===== src/rtl/dm_abstract_cmd_ctrl.sv =====
// Abstract command sequencer for Access Register commands: validates the
// command word, runs one req/ack register access with the halted hart and
// keeps data0 plus the abstractcs busy/cmderr fields.
module dm_abstract_cmd_ctrl #(
    parameter int ADDR_W  = 8,
    parameter int TIMEOUT = 255
) (
    input  logic        clk,
    input  logic        rst,
    input  logic        cmd_valid,
    input  logic [31:0] cmd_data,
    input  logic        data0_wr,
    input  logic [31:0] data0_wdata,
    output logic [31:0] data0,
    input  logic [2:0]  cmderr_clr,
    input  logic        cmderr_clr_valid,
    output logic        busy,
    output logic [2:0]  cmderr,
    input  logic        hart_halted,
    output logic        hart_req,
    output logic        hart_we,
    output logic [15:0] hart_regno,
    output logic [31:0] hart_wdata,
    input  logic        hart_ack,
    input  logic [31:0] hart_rdata,
    input  logic        hart_err
);
    localparam int CNT_W = (TIMEOUT < 2) ? 1 : $clog2(TIMEOUT + 1);
    localparam int unused_addr_w = ADDR_W;

    localparam logic [2:0] ERR_NONE    = 3'd0;
    localparam logic [2:0] ERR_BUSY    = 3'd1;
    localparam logic [2:0] ERR_NOTSUP  = 3'd2;
    localparam logic [2:0] ERR_EXCEPT  = 3'd3;
    localparam logic [2:0] ERR_HALTRES = 3'd4;
    localparam logic [2:0] ERR_OTHER   = 3'd7;

    typedef enum logic [1:0] {
        S_IDLE = 2'd0,
        S_REQ  = 2'd1,
        S_DONE = 2'd2
    } state_e;

    state_e             state_q, state_d;
    logic [31:0]        data0_q, data0_d;
    logic [2:0]         cmderr_q, cmderr_d;
    logic [15:0]        regno_q, regno_d;
    logic               we_q, we_d;
    logic               postinc_q, postinc_d;
    logic [CNT_W-1:0]   cnt_q, cnt_d, cnt_inc;

    logic [7:0]         cmd_type;
    logic [2:0]         cmd_aarsize;
    logic               cmd_postinc;
    logic               cmd_transfer;
    logic               cmd_write;
    logic [15:0]        cmd_regno;
    logic               unused_cmd_bits;

    assign cmd_type        = cmd_data[31:24];
    assign cmd_aarsize     = cmd_data[22:20];
    assign cmd_postinc     = cmd_data[19];
    assign cmd_transfer    = cmd_data[17];
    assign cmd_write       = cmd_data[16];
    assign cmd_regno       = cmd_data[15:0];
    assign unused_cmd_bits = ^{cmd_data[23], cmd_data[18]};

    assign cnt_inc = cnt_q + CNT_W'(1);

    assign busy       = (state_q != S_IDLE);
    assign hart_req   = (state_q == S_REQ);
    assign hart_we    = we_q;
    assign hart_regno = regno_q;
    assign hart_wdata = data0_q;
    assign data0      = data0_q;
    assign cmderr     = cmderr_q;

    always_ff @(posedge clk or posedge rst) begin
        if (rst) begin
            state_q   <= S_IDLE;
            data0_q   <= '0;
            cmderr_q  <= ERR_NONE;
            regno_q   <= '0;
            we_q      <= 1'b0;
            postinc_q <= 1'b0;
            cnt_q     <= '0;
        end else begin
            state_q   <= state_d;
            data0_q   <= data0_d;
            cmderr_q  <= cmderr_d;
            regno_q   <= regno_d;
            we_q      <= we_d;
            postinc_q <= postinc_d;
            cnt_q     <= cnt_d;
        end
    end

    always_comb begin
        state_d   = state_q;
        data0_d   = data0_q;
        cmderr_d  = cmderr_q;
        regno_d   = regno_q;
        we_d      = we_q;
        postinc_d = postinc_q;
        cnt_d     = cnt_q;

        // Clear is applied first so that any error raised below overrides it.
        if (cmderr_clr_valid) begin
            cmderr_d = cmderr_q & ~cmderr_clr;
        end

        if (state_q != S_IDLE && (cmd_valid || data0_wr) && cmderr_q == ERR_NONE) begin
            cmderr_d = ERR_BUSY;
        end

        case (state_q)
            S_IDLE: begin
                if (data0_wr) begin
                    data0_d = data0_wdata;
                end
                if (cmd_valid && cmderr_q == ERR_NONE) begin
                    if (cmd_type != 8'd0 || cmd_aarsize != 3'd2) begin
                        cmderr_d = ERR_NOTSUP;
                    end else if (!hart_halted) begin
                        cmderr_d = ERR_HALTRES;
                    end else if (!cmd_transfer) begin
                        // No register was selected, so there is nothing to post-increment.
                        postinc_d = 1'b0;
                        state_d   = S_DONE;
                    end else begin
                        regno_d   = cmd_regno;
                        we_d      = cmd_write;
                        postinc_d = cmd_postinc;
                        cnt_d     = '0;
                        state_d   = S_REQ;
                    end
                end
            end
            S_REQ: begin
                if (hart_ack) begin
                    if (hart_err) begin
                        cmderr_d = ERR_EXCEPT;
                    end else if (!we_q) begin
                        data0_d = hart_rdata;
                    end
                    state_d = S_DONE;
                end else begin
                    cnt_d = cnt_inc;
                    if (cnt_inc == CNT_W'(TIMEOUT)) begin
                        cmderr_d = ERR_OTHER;
                        state_d  = S_DONE;
                    end
                end
            end
            S_DONE: begin
                if (postinc_q) begin
                    regno_d = regno_q + 16'd1;
                end
                state_d = S_IDLE;
            end
            default: begin
                state_d = S_IDLE;
            end
        endcase
    end
endmodule


===== config.mk =====
export PLATFORM = sky130hd
export DESIGN_NAME = dm_abstract_cmd_ctrl
export DESIGN_NICKNAME = d
export VERILOG_FILES = /design/src/rtl/dm_abstract_cmd_ctrl.sv
export SDC_FILE = /design/constraint.sdc
export NUM_CORES = 1
export LEC_CHECK = 0
export ABC_AREA = 1
export BUFFER_PORTS_ARGS = -buffer_cell sky130_fd_sc_hd__buf_2
export CORE_UTILIZATION = 47
export CTS_BUF_LIST = sky130_fd_sc_hd__clkbuf_8 sky130_fd_sc_hd__clkbuf_16
export DETAILED_ROUTE_END_ITERATION = 10
export PLACE_DENSITY_LB_ADDON = 0.1
export SYNTH_ARGS = -nofsm -noshare
export SYNTH_HDL_FRONTEND = slang
export SYNTH_SLANG_ARGS = --single-unit

===== constraint.sdc =====
create_clock -name clk -period 2.3 [get_ports clk]
set_input_delay 0.23 -clock clk [delete_from_list [all_inputs] [get_ports clk]]
set_output_delay 0.23 -clock clk [all_outputs]
set_load 0.005 [all_outputs]

# Yosys cells after proc, flatten, opt, wreduce, memory -nomap -nowiden
# Cells that the tools add are included.
# word_totals
elab_cells	78
in_bits	107
out_inout_bits	86
ff_bits	63
# classes
n_addsub	2
n_mux	34
eq_ne	15
reduce_logical	17
n_bitwise	3
# op_table
operator	n
$mux 32	4
$mux 16	5
$pmux 32 s2	1
$mux 8	5
$pmux 16 s2	1
$mux 3	8
$ne 2x2->1 const B	9
$add 16x1->16 const B	1
$pmux 8 s2	1
$mux 2	6
$reduce_and 6->1	2
$reduce_and 5->1	2
$add 8x1->8 const B	1
$eq 8x8->1 const B	1
$reduce_and 4->1	2
$reduce_bool 8->1	1
$pmux 3 s2	1
$reduce_bool 2->1	3
$pmux 2 s2	1
$and 3x3->3	1
$logic_and 1x1->1	3
$logic_not 3->1	1
$ne 3x1->1 const B	1
$ne 3x2->1 const B	1
other kinds (8)	9

# Logic depth before layout (Yosys ltp)
# depth
depth_word	8
depth_mapped	11
mapped_depth_nobuf	11

# Least setup slack after synthesis
# No wires, ideal clock.
# synth_timing
path_kind	reg2reg
start	register state_q[1]
end	register data0_q[6], in the netlist data0[6]
path_buffers	1
setup_time_ps	121
t_required_ps	2179
stages_incl_launch_ff	6
arrival_ps	1490
period_less_slack_ps	1611
path_slack_ps	689
cell_sequence	dfrtp_1 > nor2_8 > inv_2 > o41ai_4 > buf_6 > o21ai_1
# synth_between
elab_chain_cells	3
elab_cells_between_ends	9
cone_classes	eq/ne: 5; mux: 1; reduce/logical: 3
# synth_rtl
element	line_no	rtl
from (decl)	44	state_e state_q, state_d;
from (signal assigned)	88	state_q <= state_d;
$eq 2x1->1 / $logic_not 2->1 (equally long branches)	116	case (state_q)
$ne 2x2->1 (no source line) (tied with other cells)	--	
$reduce_and 5->1 (no source line)	--	
to (signal assigned)	89	data0_q <= data0_d;
to (decl)	45	logic [31:0] data0_q, data0_d;
# Several ways; a longest one is shown, not always the timed one.
# A chain may end at the register's enable or synchronous reset.

# Worst setup path after layout
# layout_timing
start	register cmderr_q[1], in the netlist cmderr[1]
end	register regno_q[0], in the netlist hart_regno[0]
# layout_between
elab_chain_cells	4
# layout_rtl
element	line_no	rtl
from (decl)	46	logic [2:0] cmderr_q, cmderr_d;
from (signal assigned)	90	cmderr_q <= cmderr_d;
$logic_not 3->1	121	if (cmd_valid && cmderr_q == ERR_NONE) begin
$logic_and 1x1->1	121	
$ne 2x2->1 (no source line)	--	
$reduce_and 6->1 (no source line)	--	
to (signal assigned)	91	regno_q <= regno_d;
to (decl)	47	logic [15:0] regno_q, regno_d;
# No other way between the ends.

==> run metrics <==
worst skew pair latency=~0.34 ns; sw power=2.67 mW; Core Area=8340 um2; top routing layer in use=met4; critical path class=flop to flop; die area=9170 um2; Seq pwr share=roughly 36%; Max Freq=~520 MHz; YS warnings=0; Die Wd=between 90 and 100 um; root buf cell=clkbuf_8; layout cells sized above 1=between 30% and 40%; Comb power frac=about 49%; Worst EP required=around 2.5 ns; Post-CTS Setup Inserts=0; multi-input logic area=1940 um2; RSZ-0062 raised after global routing=false; maxcap violations=0; wire per inst=11.4 um; Placed Cells=861; status=finished, final reports clean; largest net degree at the start of global routing=between 60 and 70; Post-Syn Nets=about 700; grt total ovfl=0; IO Pins=193; Slew HR=slightly above 60%; Initial Utilization=49.5%; Final min period=slightly below 2 ns; TritonCTS clock tree=built; Post-Syn Area=4130 um2; most frequent cells in the layout=265 x nand2_1, 190 x buf_2, 69 x inv_1; clock sink count=between 60 and 70; clk buf depth=2; antenna violations before repair=0; # diodes=0; drc violations=0; FILL cells=approximately 800; library cells used by synthesis=28; site row count=33; Register Area=1580 um2; fin crit share=between 80% and 90%; Hold Vio Cnt, Final=0; min-delay worst type=input port to flop; Die H=95.8 um; Worst setup EP type=flop; final non-filler cell total=878; CP max FO=20; Synth Register Bits=63; internal power=around 3.4 mW; clock skew=between 0.01 and 0.015 ns; metal2 WL=just under 5000 um; clk slew on worst S/H paths=0.07 ns; cells after synthesis=just over 600; sw frac=a little over two fifths; WL met1=between 4000 and 5000 um; Setup TNS=0 ns; drt pass-1 iters=4; post-route ant nets=0; Seq/Total Area, Yosys=between 30% and 40%; LEAKAGE=around 3 nW; clock power share=between 10% and 20%; number of global-route vias before repair=between 3000 and 4000; Worst-Margin Slew=0.572 ns; PortBufs=190; PwrDens=around 1200 nW/um2; total CTS buffers=9; all-layer global routing usage=a little over a fifth; Final nets=878; H-tree depth=3; Final Setup Violations=0; Max VDD drop=around 0.79 mV; placer congestion estimate=a little under 0.8; hpwl dp=7580 um; commonest non-fill, non-tap cell in the layout=nand2_1; final WL=between 10000 and 15000 um; DR iter-0 viols=103; Final Max Tran Viols=0; Vias=4142; nature of the critical path startpoint=flop; first-pass GRT wire length=about 16000 um; Via density=~4.7; Avg Inst Size Synth=6.81 um2; Crit path arrival time=about 2.1 ns; Area growth, synth to finish=24.2%; met3 wire len=529 um
==> path summary, 6_finish.rpt <==
path / slack, ns / cells after the start / start / endpoint
worst min register to register: 0.51 / 2 / postinc_q / postinc_q
worst max register to register: 0.36 / 8 / cmderr[1] / hart_regno[0]
min in group asynchronous: 0.53 / 4 / rst / data0[1]
worst min-delay path: 0.14 / 3 / cmd_data[16] / hart_we
max in group asynchronous: 1.42 / 4 / rst / cmderr[0]
worst max-delay path: 0.36 / 8 / cmderr[1] / hart_regno[0]
==> cell type report <==
type / count / area share (%)
Sequential cell: 63 / 30.7
Clock buffer: 9 / 2.41
Tap cell: 105 / 2.56
Timing Repair Buffer: 199 / 20.1
Clock inverter: 7 / 1.27
Inverter: 71 / 5.19
Multi-Input combinational cell: 424 / 37.7
==> cells in the mapped netlist (all sizes together) <==
library cell  number  share of area, %
or2                1              0.15
inv               71               6.5
buf               46               8.3
dfrtp             63                38
nand3b             2              0.36
nand3             25               3.0
clkbuf             3              0.27
o21ai             62                10
o41ai              1              0.67
and2               1              0.15
nand4              5              0.76
ha                 3              0.91
o21bai             2              0.36
nor3b              1              0.18
xnor2              2              0.42
nor2              45               4.5
a31o               1              0.21
a21oi              5              0.61
nor3               3              0.36
nand2            265                24
==> registers in the layout (all words and copies together) (netlist names) <==
signal / flops
state_q: 2
hart_we: 1
cnt_q: 8
data0: 32
cmderr: 3
postinc_q: 1
hart_regno: 16
==> worst max-delay path, cell delays in order, from the launching register on <==
cell and delay [ns]:
dfrtp_1 0.40, nor2_1 0.11, nand2_1 0.07, nor2_1 0.26
nand2_1 0.11, o21ai_0 0.15, nand2_1 0.10, inv_1 0.45
o21ai_0 0.15
==> metrics by stage <==
| stage | hold slack [ns] | util, % | setup WS (ns) | total power [mW] | cell area (um2) |
|---|---|---|---|---|---|
| 2_1_floorplan | 0.372 | - | 0.500 | 4.35 | 4130 |
| 3_3_place_gp | 0.333 | 59.2 | 0.468 | 5.09 | 4930 |
| 3_5_place_dp | 0.339 | 59.2 | 0.417 | 5.19 | 4930 |
| 4_1_cts | 0.144 | 61.5 | 0.416 | 6.15 | 5130 |
| 5_1_grt | 0.152 | 61.5 | 0.136 | 6.72 | 5130 |
| 6_report | 0.144 | 61.5 | 0.363 | 6.08 | 5130 |
==> power groups by stage <==
stage / clock [mW] / sequential, mW / combinational (mW)
3_5_place_dp: 0 / 2.17 / 3.02
6_report: 0.936 / 2.16 / 2.98
3_3_place_gp: 0 / 2.14 / 2.95
5_1_grt: 1.02 / 2.25 / 3.45
4_1_cts: 0.962 / 2.16 / 3.02
2_1_floorplan: 0 / 2.12 / 2.23
==> logic make-up after synthesis <==
kind of cell,count (synthesis),synth area share (%)
buffers and inverters,120,15.0
flip-flops,63,38.2
AO/OA/AOI/OAI,71,11.9
AND/OR/NAND/NOR,348,33.6
XOR/XNOR,2,0.424
adder cells (fa/ha/maj),3,0.909
==> per-layer routing <==
| metal | global-route usage, % | vias to the layer above |
|---|---|---|
| met5 | 0 | - |
| li1 | - | 2149 |
| met4 | 6.34 | 0 |
| met3 | 3.63 | 10 |
| met2 | 36.8 | 124 |
| met1 | 28.9 | 1859 |
==> timing repair <==
| action | 4_1_cts | 5_1_grt |
|---|---|---|
| gates resized for setup | 0 | 0 |
| hold endpoints to repair | 34 | 0 |
| hold buffers | 1 | 0 |
(Power assumes the default switching activity.)
